## src/rtl/camera_pattern_gen.sv

```systemverilog
// -----------------------------------------------------------------------------
// camera_pattern_gen
//
// Parallel-camera test pattern source. Emits a pixel clock at clk/2 together
// with line valid, frame valid and 12-bit pixel data, framed as:
//   FV_SETUP (fval only) -> { LINE (lval) -> HBLANK } x V_ACTIVE -> FV_HOLD
//   -> VBLANK (nothing) -> next frame, or IDLE if enable has dropped.
// All framing/data registers update only on the pixel tick (the clk edge on
// which cam_pixclk falls), so every output is stable at cam_pixclk rising.
//
// Optional feature: define CAMERA_PATTERN_LFSR_EN to build the LFSR pattern
// (pattern 3). Without it, pattern 3 outputs the latched constant.
//
// Parameters (all timing parameters must be >= 1):
//   H_ACTIVE  pixels per line          H_BLANK  blank slots between lines
//   V_ACTIVE  lines per frame          FV_MARGIN fval-only slots before/after
//   V_BLANK   fval-low slots between frames
// Ports:
//   clk          single clock
//   reset        synchronous active-high reset
//   enable       run request (sampled at frame boundaries only)
//   pattern_sel  0 ramp, 1 Bayer bars, 2 constant, 3 LFSR (latched per frame)
//   const_value  constant pixel value (latched per frame)
//   cam_pixclk   pixel clock, cam_data / cam_lval / cam_fval camera bus
//   frame_count  completed frames (wraps), frame_done one-clk end-of-frame
// -----------------------------------------------------------------------------
module camera_pattern_gen #(
  parameter int H_ACTIVE  = 640,
  parameter int H_BLANK   = 16,
  parameter int V_ACTIVE  = 480,
  parameter int FV_MARGIN = 8,
  parameter int V_BLANK   = 32
) (
  input  logic        clk,
  input  logic        reset,
  input  logic        enable,
  input  logic [1:0]  pattern_sel,
  input  logic [11:0] const_value,
  output logic        cam_pixclk,
  output logic [11:0] cam_data,
  output logic        cam_lval,
  output logic        cam_fval,
  output logic [15:0] frame_count,
  output logic        frame_done
);

  function automatic int max_of(input int a, input int b);
    return (a > b) ? a : b;
  endfunction

  // One shared duration counter serves every state; in LINE it is the column.
  localparam int CNT_MAX = max_of(max_of(H_ACTIVE, H_BLANK), max_of(FV_MARGIN, V_BLANK));
  localparam int CNT_W   = $clog2(CNT_MAX + 1);
  localparam int LINE_W  = $clog2(V_ACTIVE + 1);

  localparam logic [CNT_W-1:0]  FV_LAST   = CNT_W'(FV_MARGIN - 1);
  localparam logic [CNT_W-1:0]  H_LAST    = CNT_W'(H_ACTIVE - 1);
  localparam logic [CNT_W-1:0]  HB_LAST   = CNT_W'(H_BLANK - 1);
  localparam logic [CNT_W-1:0]  VB_LAST   = CNT_W'(V_BLANK - 1);
  localparam logic [LINE_W-1:0] LINE_LAST = LINE_W'(V_ACTIVE - 1);
  localparam logic [CNT_W+2:0]  H_DIV     = (CNT_W + 3)'(H_ACTIVE);

  typedef enum logic [2:0] {
    S_IDLE,
    S_FV_SETUP,
    S_LINE,
    S_HBLANK,
    S_FV_HOLD,
    S_VBLANK
  } state_t;

  state_t              state_reg, state_next;
  logic [CNT_W-1:0]    cnt_reg, cnt_next;
  logic [LINE_W-1:0]   line_reg, line_next;
  logic [1:0]          pat_reg;
  logic [11:0]         const_reg;
  logic                pixclk_reg;
  logic [15:0]         frame_count_reg;
  logic                frame_done_reg;
  logic                frame_start;   // entering FV_SETUP on this tick
  logic                frame_end;     // leaving FV_HOLD on this tick
  logic                tick;

  // The edge that takes the pixel clock from 1 to 0 is the pixel tick.
  assign tick = pixclk_reg;

  // ---------------------------------------------------------------------------
  // Next-state logic
  // ---------------------------------------------------------------------------
  always_comb begin
    state_next  = state_reg;
    cnt_next    = cnt_reg;
    line_next   = line_reg;
    frame_start = 1'b0;
    frame_end   = 1'b0;
    if (tick) begin
      unique case (state_reg)
        S_IDLE: begin
          if (enable) begin
            state_next  = S_FV_SETUP;
            cnt_next    = '0;
            line_next   = '0;
            frame_start = 1'b1;
          end
        end
        S_FV_SETUP: begin
          if (cnt_reg == FV_LAST) begin
            state_next = S_LINE;
            cnt_next   = '0;
          end else begin
            cnt_next = cnt_reg + 1'b1;
          end
        end
        S_LINE: begin
          if (cnt_reg == H_LAST) begin
            cnt_next   = '0;
            state_next = (line_reg < LINE_LAST) ? S_HBLANK : S_FV_HOLD;
          end else begin
            cnt_next = cnt_reg + 1'b1;
          end
        end
        S_HBLANK: begin
          if (cnt_reg == HB_LAST) begin
            state_next = S_LINE;
            cnt_next   = '0;
            line_next  = line_reg + 1'b1;
          end else begin
            cnt_next = cnt_reg + 1'b1;
          end
        end
        S_FV_HOLD: begin
          if (cnt_reg == FV_LAST) begin
            state_next = S_VBLANK;
            cnt_next   = '0;
            frame_end  = 1'b1;
          end else begin
            cnt_next = cnt_reg + 1'b1;
          end
        end
        S_VBLANK: begin
          if (cnt_reg == VB_LAST) begin
            cnt_next = '0;
            if (enable) begin
              state_next  = S_FV_SETUP;
              line_next   = '0;
              frame_start = 1'b1;
            end else begin
              state_next = S_IDLE;
            end
          end else begin
            cnt_next = cnt_reg + 1'b1;
          end
        end
        default: begin
          state_next = S_IDLE;
          cnt_next   = '0;
          line_next  = '0;
        end
      endcase
    end
  end

  // ---------------------------------------------------------------------------
  // State and framing registers
  // ---------------------------------------------------------------------------
  always_ff @(posedge clk) begin
    if (reset) begin
      state_reg       <= S_IDLE;
      cnt_reg         <= '0;
      line_reg        <= '0;
      pat_reg         <= '0;
      const_reg       <= '0;
      pixclk_reg      <= 1'b0;
      frame_count_reg <= '0;
      frame_done_reg  <= 1'b0;
    end else begin
      pixclk_reg     <= ~pixclk_reg;
      frame_done_reg <= frame_end;   // frame_end only occurs on a tick: 1-clk pulse
      state_reg      <= state_next;
      cnt_reg        <= cnt_next;
      line_reg       <= line_next;
      if (frame_start) begin
        pat_reg   <= pattern_sel;
        const_reg <= const_value;
      end
      if (frame_end) begin
        frame_count_reg <= frame_count_reg + 16'd1;
      end
    end
  end

`ifdef CAMERA_PATTERN_LFSR_EN
  // Fibonacci LFSR x^12+x^6+x^4+x+1. Reseeded at every frame start so each
  // frame carries an identical sequence; steps once per active pixel.
  logic [11:0] lfsr_reg;

  always_ff @(posedge clk) begin
    if (reset) begin
      lfsr_reg <= 12'h001;
    end else if (frame_start) begin
      lfsr_reg <= 12'h001;
    end else if (tick && state_reg == S_LINE) begin
      lfsr_reg <= {lfsr_reg[10:0], lfsr_reg[11] ^ lfsr_reg[5] ^ lfsr_reg[3] ^ lfsr_reg[0]};
    end
  end
`endif

  // ---------------------------------------------------------------------------
  // Pixel data. Driven only from registers that move on ticks, so it changes
  // only on ticks too.
  // ---------------------------------------------------------------------------
  logic [2:0] bar;
  logic       bayer_on;

  always_comb begin
    // Bar index = x*8/H_ACTIVE; quotient is always below 8.
    bar = 3'({cnt_reg, 3'b000} / H_DIV);
    // GRBG mosaic: bar bits are {R,G,B}, site picked by (y[0], x[0]).
    unique case ({line_reg[0], cnt_reg[0]})
      2'b01:   bayer_on = bar[2];
      2'b10:   bayer_on = bar[0];
      default: bayer_on = bar[1];
    endcase
  end

  always_comb begin
    cam_fval = (state_reg == S_FV_SETUP) || (state_reg == S_LINE) ||
               (state_reg == S_HBLANK)   || (state_reg == S_FV_HOLD);
    cam_lval = (state_reg == S_LINE);
    cam_data = 12'h000;
    if (cam_lval) begin
      unique case (pat_reg)
        2'd0: cam_data = 12'(cnt_reg);
        2'd1: cam_data = {12{bayer_on}};
        2'd2: cam_data = const_reg;
`ifdef CAMERA_PATTERN_LFSR_EN
        default: cam_data = lfsr_reg;
`else
        default: cam_data = const_reg;
`endif
      endcase
    end
  end

  assign cam_pixclk  = pixclk_reg;
  assign frame_count = frame_count_reg;
  assign frame_done  = frame_done_reg;

endmodule

```

## config.mk

```make
export PLATFORM = sky130hd
export DESIGN_NAME = camera_pattern_gen
export DESIGN_NICKNAME = d
export VERILOG_FILES = /design/src/rtl/camera_pattern_gen.sv
export SDC_FILE = /design/constraint.sdc
export NUM_CORES = 1
export LEC_CHECK = 0
export BUFFER_PORTS_ARGS = -buffer_cell sky130_fd_sc_hd__buf_2
export CAP_MARGIN = 20
export CORE_MARGIN = 3
export CORE_UTILIZATION = 56
export DETAILED_ROUTE_END_ITERATION = 10
export GPL_ROUTABILITY_DRIVEN = 0
export MAX_ROUTING_LAYER = met4
export PLACE_DENSITY = 0.79
export SLEW_MARGIN = 20
export SYNTH_ARGS = -nofsm -noshare
export SYNTH_HDL_FRONTEND = slang
export SYNTH_SLANG_ARGS = --single-unit
```

## constraint.sdc

```tcl
create_clock -name clk -period 3.1 [get_ports clk]
set_input_delay 0.93 -clock clk [delete_from_list [all_inputs] [get_ports clk]]
set_output_delay 0.93 -clock clk [all_outputs]
set_load 0.03 [all_outputs]
```

==> results.yml <==
global_route:
  antenna_violations_before_repair: 0
  grt_usage_pct: 26.8
  grt_first_pass_wirelength_um: 13300
  overflow: 0
  grt_pass1_vias: 2839
  pin_count_of_the_biggest_net_entering_global_routing: 26
die:
  top_level_ports: 49
  core_area_mm2: 0.00517
  starting_density_of_the_core_pct: 58.7
  area_enclosed_by_the_die_boundary_mm2: 0.00634
  die-height_um: 79.6
  die_boundary_width_um: 79.6
  placement_rows: 26
cells_and_area:
  post_route_cells_drive_above_1_share_pct: 27.0
  diodes: 0
  fillers: 353
  post-route-util_pct: 75.8
  final_design_area_no_fill_mm2: 0.00392
  largest_register_ffs: 16
  area_growth_syn_to_layout_pct: 29.1
  final_net_count: 478
critical_path:
  required_ns: 2.17
  r2r_setup_slack_ns: 0.18
  worstReg2RegStart: "cnt_reg[0]"
  end_kind: "primary output"
  cp-startpoint: "cnt_reg[8]"
  worstRegToRegCells: 8
  worst_setup_path_start_kind: "flop"
  crit_path_top_delay_cell: "or3b_4"
  critical_path.n_buffers_inverters: 2
  timing.critical_path.fanout_max: 8
  cp_cell_sequence: "or3b_4, o221a_4, a311o_1, o311ai_4, o21ai_4, buf_12, o21ai_4, buf_6"
  regToRegEndpoint: "line_reg[1]"
  data_arrival_time_of_the_critical_path_ns: 2.28
  crit_type: "reg -> out"
  timing.critical_path.max_delay_family: "compound AO/OA/AOI/OAI gates"
  worst_path_most_repeated_cell: "o21ai_4"
  crit_path_largest_cell_delay_ns: 0.38
cts:
  cts_inserted_buffers: 5
  ctsHoldBuffers: 0
  h-tree-depth: 2
  cts_tree: "done"
  worst_skew_pair.late_latency_ns: 0.31
  root_buffer: "clkbuf_8"
  cts_max_path_buffers: 2
  cts.clk_slew.worst_paths_ns: 0.10
  clock_sink_count: 54
min_path:
  holdPathEnd: "const_reg[8]"
  whs_path_depth: 2
  holdCritPathClass: "reg -> reg"
  timing.hold.worst.start: "const_reg[8]"
route:
  antenna_left: 0
  detail_route.iter0.violations: 208
  dr_total_vias: 3005
  totalWireLength_um: 7640
  drt-wirelength-per-cell_um: 14.5
  drtPass1Iterations: 7
  route.detailed.drc: 0
  vias_per_cell: 5.71
placed_design:
  dp_hpwl_um: 5560
  post_dp_cell_area_mm2: 0.00364
  portBuffers: 48
  pre_cts_ws_ns: -0.0454
timing:
  fin_ws_ns: -0.111
  maxSlewViolCount: 0
  tightest_pin_transition_ns: 0.741
  post-route-period-util_pct: 104
  setup_viol: 12
  totalNegativeSetupSlack_ns: -1.09
  worst_clock_skew_ns: 0.0119
  max_slew_margin_pct: 49.9
  layout_min_cycle_time_ns: 3.21
  finalHoldViolations: 0
  unrepaired_setup_endpoints_after_global_routing: "true"
  achievable-frequency_ghz: 0.311
logic_synthesis:
  synthArstFlopShare_pct: 0
  ys_dominant_reg_cell: "dfxtp_1"
  syn_area_mm2: 0.00304
  yosys_warnings: 0
  syn_inst: 390
  synth_seq_cells: 54
  syn_area_per_cell_um2: 7.79
  synth_enable_flop_cells: 0
  yosysUniqueCellTypes: 58
  synth_nets: 413
  synth_sequential_area_ratio_pct: 35.6
pwr:
  cellPowerDensity_mw_per_mm2: 398
  clkPwrFrac_pct: 31.0
  power.switching_fraction_pct: 30.4
  power.net_switching_uw: 475
  p_int_uw: 1090
  pwr-share-comb_pct: 22.6
  seq_power_share_pct: 46.4
  ir_worst_vdd_v: 0.000235
  leakage_uw: 0.00150
run_status:
  failing_checks: "negative setup slack"
  outcome: "finished, violations left"
run:
  max_cap_viol_count: 0
[worst max-delay path by stage]
| stage | endpoint | cells past startpoint |
|---|---|---|
| finish | cam_data[0] | 8 |
| global route | cam_data[0] | 8 |
| CTS | cam_data[0] | 8 |
| detailed placement | cam_data[0] | 7 |
| global placement | cam_data[8] | 7 |
| floorplan | cam_data[0] | 7 |
[through the flow]
stage                     instances  hold WS (ns)  total power [uW]
after CTS                       526         0.509              1560
after floorplan                 390         0.460               979
after global routing            526         0.546              1630
after detailed placement        513         0.488              1060
after global placement          513         0.473              1060
final                           526         0.510              1560
[power by group through the flow]
| stage | Sequential (uW) | Clock [uW] | Combinational, uW |
|---|---|---|---|
| CTS | 725 | 491 | 348 |
| detailed placement | 741 | 0 | 323 |
| finish | 725 | 484 | 353 |
| global placement | 740 | 0 | 317 |
| floorplan | 743 | 0 | 237 |
| global route | 728 | 519 | 385 |
[per-layer routing]
metal | track usage [%] | part of all wire, % | routed length (um) | vias up
met3 | 3.84 | 5.7 | 437 | 9
met5 | - | 0 | 0 | -
met2 | 43.9 | 47 | 3580 | 111
met4 | 6.70 | 1.2 | 89 | 0
met1 | 34.8 | 46 | 3530 | 1395
li1 | - | - | - | 1490
[placed cells by master, fill, tap and decap left out, types with 3 or more instances in the layout]
master     n
and2_1     3
xor2_1     7
or3_1      6
ha_1       5
buf_2     38
and4_1     3
o21ai_0   10
nand3_1   24
buf_6     12
nor2_1    65
buf_4     29
dfxtp_1   48
a21o_1     4
nand3b_1   3
o211ai_1   3
xnor2_1   13
mux2i_1   15
a21oi_1   18
nor3_1     7
nand2_1   37
inv_1     18
nand4_1    5
o21ai_4   11
dfxtp_2    5
a311oi_1   7
and3_1     6
nand2b_1   5
clkbuf_8   5
[cell type report]
type | count | area, um2 | share of cell area, %
clock buffers | 5 | 68.8 | 1.75
clock inverters | 3 | 47.5 | 1.21
inverters | 18 | 67.6 | 1.72
multi-input cells | 296 | 2000 | 50.9
flip-flops and latches | 54 | 1090 | 27.8
well taps | 70 | 87.6 | 2.23
repair buffers | 80 | 563 | 14.4
[repair_timing]
item,CTS,global route
setup buffers,5,0
gates cloned,0,0
pin swaps,4,3
resized for setup,29,5
setup endpoints to repair,12,12
[logic make-up after synthesis]
family	count (synthesis)	share of synthesized area, %
AOI/OAI and AO/OA	72	16.1
buffers and inverters	40	5.48
adders and majority gates	6	2.47
and+or+nand+nor	182	29.4
DFF	54	35.6
muxes	15	4.94
xor gates and xnor gates	21	6.06
[tightest hold or removal path: cells and delay by family, from the launching register on]
family | cells | cell delay [ns]
flops | 1 | 0.34
simple gates | 1 | 0.07
mux | 1 | 0.07
[synth_stat cells (14+ instances only)]
library cell   n  area share (%)
dfxtp_1       54              36
clkbuf_1      14             1.7
a21oi_1       19             3.1
nand2_1       37             4.6
xnor2_1       14             4.0
nor2_1        65             8.0
o21ai_0       20             3.3
nand3_1       24             4.0
mux2i_1       15             4.9
inv_1         18             2.2
No activity file was read; power rests on OpenSTA's default activity.
